<file path="config.mk">
export PLATFORM = sky130hd
export DESIGN_NAME = exec_monitor
export DESIGN_NICKNAME = d
export VERILOG_FILES = /design/src/rtl/exec_monitor.sv
export SDC_FILE = /design/constraint.sdc
export NUM_CORES = 1
export LEC_CHECK = 0
export CORE_MARGIN = 4
export CORE_UTILIZATION = 30
export DETAILED_ROUTE_END_ITERATION = 7
export GPL_TIMING_DRIVEN = 0
export SYNTH_ARGS = -nofsm -noshare
export SYNTH_HDL_FRONTEND = slang
export SYNTH_SLANG_ARGS = --single-unit
</file>
<file path="constraint.sdc">
create_clock -name clk -period 3.5 [get_ports clk]
set_clock_uncertainty 0.2 [all_clocks]
set_input_delay 0.7 -clock clk [delete_from_list [all_inputs] [get_ports clk]]
set_output_delay 0.7 -clock clk [all_outputs]
set_load 0.005 [all_outputs]
</file>
<file path="src/rtl/exec_monitor.sv">
// ============================================================================
// Module      : exec_monitor
// Description : Run monitor for the RISC-V data_path. It detects halt or
//               timeout, counts cycles and writebacks, and shadows a window
//               of data memory as the result signature.
// Revision    : 1.0  initial release
// ============================================================================
`default_nettype none

module exec_monitor #(
   parameter int                XLEN        = 32,
   parameter int                ADDR_W      = 32,
   parameter logic [ADDR_W-1:0] SIG_BASE    = '0,
   parameter int                SIG_WORDS   = 8,
   parameter int                IDX_W       = (SIG_WORDS > 1) ? $clog2(SIG_WORDS) : 1,
   parameter int                HALT_STABLE = 4,
   parameter int                MAX_CYCLES  = 4000,
   parameter int                CNT_W       = 32
) (
   input  logic              clk,
   input  logic              rst,
   input  logic              run_en,
   input  logic              clear,
   input  logic [XLEN-1:0]   pc,
   input  logic              rf_we,
   input  logic [4:0]        rf_rd,
   input  logic [XLEN-1:0]   rf_wdata,
   input  logic              dm_we,
   input  logic [ADDR_W-1:0] dm_addr,
   input  logic [XLEN-1:0]   dm_wdata,
   input  logic [IDX_W-1:0]  sig_idx,
   output logic [XLEN-1:0]   sig_data,
   output logic              running,
   output logic              done,
   output logic              timeout,
   output logic [CNT_W-1:0]  cycles,
   output logic [CNT_W-1:0]  wb_count,
   output logic [XLEN-1:0]   wb_xor,
   output logic [XLEN-1:0]   halt_pc
);

   localparam int              c_DEPTH  = 1 << IDX_W;
   localparam int              c_STB_W  = $clog2(HALT_STABLE + 1);
   // Window bounds carry one extra bit so the upper bound cannot wrap.
   localparam logic [ADDR_W:0] c_SIG_LO = {1'b0, SIG_BASE};
   localparam logic [ADDR_W:0] c_SIG_HI = c_SIG_LO + (ADDR_W+1)'(SIG_WORDS);

   typedef enum logic [1:0] {
      ST_IDLE    = 2'd0,
      ST_RUN     = 2'd1,
      ST_DONE    = 2'd2,
      ST_TIMEOUT = 2'd3
   } state_t;

   state_t              r_state;
   state_t              w_state_nxt;
   logic [XLEN-1:0]     r_pc_prev;
   logic [c_STB_W-1:0]  r_stable;
   logic [CNT_W-1:0]    r_cycles;
   logic [CNT_W-1:0]    r_wb_count;
   logic [XLEN-1:0]     r_wb_xor;
   logic [XLEN-1:0]     r_halt_pc;
   logic [XLEN-1:0]     r_shadow [c_DEPTH];

   logic                w_run;
   logic                w_counted;
   logic                w_halt;
   logic                w_limit;
   logic                w_wb;
   logic                w_in_win;
   logic [IDX_W-1:0]    w_idx;

   assign w_run     = (r_state == ST_RUN);
   // A zero cycle count marks the first RUN cycle, where pc_prev is stale.
   assign w_counted = w_run && (r_cycles != '0) && (pc == r_pc_prev);
   assign w_halt    = w_counted && (r_stable == c_STB_W'(HALT_STABLE - 1));
   assign w_limit   = w_run && (r_cycles == CNT_W'(MAX_CYCLES - 1));
   assign w_wb      = w_run && rf_we && (rf_rd != 5'd0);
   assign w_in_win  = w_run && dm_we && ({1'b0, dm_addr} >= c_SIG_LO)
                                     && ({1'b0, dm_addr} <  c_SIG_HI);
   assign w_idx     = IDX_W'(dm_addr - SIG_BASE);

   always_ff @(posedge clk or negedge rst) begin
      if (!rst) r_state <= ST_IDLE;
      else      r_state <= w_state_nxt;
   end

   always_comb begin
      w_state_nxt = r_state;
      if (clear) begin
         w_state_nxt = ST_IDLE;
      end else begin
         case (r_state)
            ST_IDLE: if (run_en) w_state_nxt = ST_RUN;
            ST_RUN: begin
               if (w_halt)       w_state_nxt = ST_DONE;
               else if (w_limit) w_state_nxt = ST_TIMEOUT;
            end
            default: w_state_nxt = r_state;
         endcase
      end
   end

   always_ff @(posedge clk or negedge rst) begin
      if (!rst) begin
         r_pc_prev  <= '0;
         r_stable   <= '0;
         r_cycles   <= '0;
         r_wb_count <= '0;
         r_wb_xor   <= '0;
         r_halt_pc  <= '0;
         for (int i = 0; i < c_DEPTH; i++) r_shadow[i] <= '0;
      end else if (clear) begin
         r_pc_prev  <= '0;
         r_stable   <= '0;
         r_cycles   <= '0;
         r_wb_count <= '0;
         r_wb_xor   <= '0;
         r_halt_pc  <= '0;
         for (int i = 0; i < c_DEPTH; i++) r_shadow[i] <= '0;
      end else if (w_run) begin
         r_pc_prev <= pc;
         if (r_cycles != '1) r_cycles <= r_cycles + 1'b1;
         if (w_counted) r_stable <= r_stable + 1'b1;
         else           r_stable <= '0;
         if (w_halt) r_halt_pc <= pc;
         if (w_wb) begin
            if (r_wb_count != '1) r_wb_count <= r_wb_count + 1'b1;
            r_wb_xor <= r_wb_xor ^ rf_wdata;
         end
         if (w_in_win) r_shadow[w_idx] <= dm_wdata;
      end
   end

   always_comb begin
      sig_data = '0;
      if (int'(sig_idx) < SIG_WORDS) sig_data = r_shadow[sig_idx];
   end

   assign running  = (r_state == ST_RUN);
   assign done     = (r_state == ST_DONE);
   assign timeout  = (r_state == ST_TIMEOUT);
   assign cycles   = r_cycles;
   assign wb_count = r_wb_count;
   assign wb_xor   = r_wb_xor;
   assign halt_pc  = r_halt_pc;

endmodule

`default_nettype wire

</file>
==> flow_metrics.tcl <==
set metrics [dict create \
    rsz0062_at_grt "true" \
    postRouteAntennaNets 0 \
    finalSetupViolCount 0 \
    clock-sinks 421 \
    die_h_um 275 \
    pwr-share-comb 0.075 \
    track_usage 0.179 \
    startpoint "sig_idx[1]" \
    slew_headroom 0.270 \
    r2r_start "r_state[1]" \
    gp_congestion 0.872 \
    highest_layer "met5" \
    cts_root_buf "clkbuf_16" \
    antenna_found_initial 4 \
    internal-power_uw 8260 \
    crit_family "buffers and inverters" \
    clk_path_buf_depth 3 \
    portBuffers 267 \
    grt_max_degree 120 \
    yosysTopAreaCell "dfrtp_1" \
    cpMaxStageDelayCell "clkdlybuf4s50_1" \
    htree_num_levels 2 \
    detail_route.wirelength_um 68300 \
    synth_nets 2089 \
    cts_tree "yes" \
    pwr-share-clk 0.476 \
    ios 305 \
    switching_power_uw 2760 \
    coreArea_um2 70300 \
    post-route-period-util 0.987 \
    nets 2410 \
    yosys_warnings 0 \
    critPathBufInv 3 \
    yosys.area.top_type_share 0.494 \
    met2_length_um 33100 \
    crit_top_cell "clkbuf_2" \
    async_reset_ff_frac 1.00 \
    synth_area_leaders "dfrtp_1 (49%), mux2i_1 (12%), mux4_2 (6.8%), nor2_1 (5.5%), a21oi_1 (2.7%)" \
    min_path_type "input pin to flop" \
    finalHoldViolCount 0 \
    clkLatencyLatePin_ns 0.61 \
    crit_fanout 10 \
    startpoint_type "input pin" \
    synth_area_per_cell_um2 11.0 \
    vias 16700 \
    slew_violations 0 \
    total_power_uw 11000 \
    wl_met1_um 28700 \
    synth-seq-cells 421 \
    swShare 0.250 \
    period_needed_ns 3.45 \
    leakage_uw 0.0105 \
    synth_edf_count 0 \
    max-vdd-ir-drop_uv 335 \
    syn-instance-count 1942 \
    die_w_um 275 \
    required_ns 2.60 \
    synth.distinct_cells 59 \
    initial_utilization 0.303 \
    worst_slew_pin_slew_ns 1.09 \
    viasPerCell 5.16 \
    end_kind "primary output" \
    first_iter_violations 1214 \
    synth_area_um2 21300 \
    sequentialPowerShare 0.449 \
    num_rows 97 \
    dieArea_um2 75400 \
    cts.clk_slew.worst_paths_ns 0.06 \
    numCtsBuffers 49 \
    met3WireLength_um 5240 \
    seq_area_frac_synth 0.494 \
    crit_chain "clkbuf_2 -> clkbuf_2 -> mux4_2 -> mux2_2 -> clkdlybuf4s50_1" \
    powerDensity_nw_per_um2 408 \
    outcome "complete, no violations" \
    syn_to_final_growth_pct 26.6 \
    drv_cap 0 \
    wl_per_cell_um 21.1 \
    post-route-util 0.384 \
    grt_pass1_vias 17700 \
    ys.flop_type "dfrtp_1" \
    n_fill_cell 6827 \
    hold_slack_ns 0.313 \
    overflow 0 \
    clock.fmax_ghz 0.290 \
    drive_above_1_share 0.111 \
    hold_path_startpoint "dm_wdata[27]" \
    critPathMaxStageDelay_ns 0.46 \
    drc 0 \
    hpwl_um 48500 \
    grt_first_pass_wirelength_um 106000 \
    fin_setup_tns_ns 0 \
    critPathKind "input pin to primary output" \
    critPathArrivalTime_ns 2.55 \
    first_pass_iters 5 \
]
[routing by layer]
layer | track usage | vias up
met2 | 0.301 | 546
met5 | 0 | -
met1 | 0.232 | 8449
met4 | 0.0387 | 6
met3 | 0.0483 | 101
li1 | - | 7591
[tightest hold or removal path: stages]
cell and delay (ns):
clkbuf_1 0.16, mux2i_1 0.17, nor2_1 0.05
[final cells by class]
| type | count | area, µm² | share of cell area |
|---|---|---|---|
| Buffer | 171 | 930 | 0.0344 |
| Clock inverter | 20 | 273 | 0.0101 |
| Sequential cell | 421 | 10500 | 0.390 |
| Clock buffer | 64 | 1360 | 0.0505 |
| Multi-Input combinational cell | 1336 | 9900 | 0.367 |
| Antenna cell | 2 | 5.00 | 0.000185 |
| Inverter | 13 | 48.8 | 0.00181 |
| Tap cell | 940 | 1180 | 0.0436 |
| Timing Repair Buffer | 271 | 2770 | 0.103 |
[what timing repair did]
item | in CTS | in global routing
resized for setup | 49 | 10
endpoints found under the hold margin | 6 | 0
cloned | 0 | 0
buffers inserted | 0 | 0
pin swaps | 2 | 0
endpoints found under the setup margin | 290 | 24
hold buffers | 1 | 0
[cell families (layout without fill, tap and decap cells)]
kind of cell,Yosys count,after routing,share of synthesized area
AO/OA/AOI/OAI,218,218,0.0611
XOR/XNOR,69,69,0.0287
adder cells (fa/ha/maj),5,5,0.00293
buffers and inverters,185,539,0.0426
flip-flops,421,421,0.494
multiplexers,359,359,0.208
other,0,2,0
AND/OR/NAND/NOR,685,685,0.162
[layout by cell type (no fill, tap or decap), drive strengths merged, types with 37 or more instances in the layout]
cell type / n
clkdlybuf4s50: 266
buf: 54
mux4: 64
nor2: 311
clkbuf: 185
mux2i: 258
a21oi: 117
dfrtp: 421
or4: 61
mux2: 37
nand2: 134
o31ai: 58
[final timing paths]
kind | slack, ns | endpoint | cells past startpoint
hold / removal | 0.31 | r_shadow[155] | 3
min in group asynchronous | 0.54 | r_shadow[249] | 2
setup reg to reg | 0.32 | wb_xor[28] | 9
max in group asynchronous | 0.83 | wb_xor[6] | 4
hold reg to reg | 0.31 | r_shadow[107] | 2
setup / recovery | 0.05 | sig_data[30] | 5
[power groups by stage]
stage                     Clock (µW)  Combinational, µW  Sequential (µW)
final                           5250                821             4950
after global routing            5580                896             4950
after CTS                       5380                832             4940
after detailed placement           0                819             5030
after global placement             0                795             5040
after floorplan                    0                342             5030
[cell usage after synthesis, types with 32 or more instances]
cell type and count:
mux2_2 37, mux2i_1 258, xnor2_1 33, nand4_1 32, mux4_2 64, a21oi_1 117
dfrtp_1 421, clkbuf_1 123, or4_1 61, xor2_1 35, nand2_1 134, o31ai_1 58
nor2_1 311
[through the flow]
| stage | std cells | setup slack, ns | instance area (µm²) |
|---|---|---|---|
| finish | 3238 | 0.0464 | 27000 |
| global route | 3236 | 0.000102 | 27000 |
| floorplan | 1942 | 0.154 | 21300 |
| global placement | 3149 | -16.98 | 25200 |
| CTS | 3236 | -0.00171 | 27000 |
| detailed placement | 3152 | -1.15 | 25300 |
[sequential cells by signal, summed over array words and instances (netlist names)]
| signal | cells |
|---|---|
| r_shadow | 256 |
| cycles | 32 |
| halt_pc | 32 |
| r_pc_prev | 32 |
| wb_count | 32 |
| wb_xor | 32 |
| r_stable | 3 |
| r_state | 2 |
No activity file was read; power rests on OpenSTA's default activity.
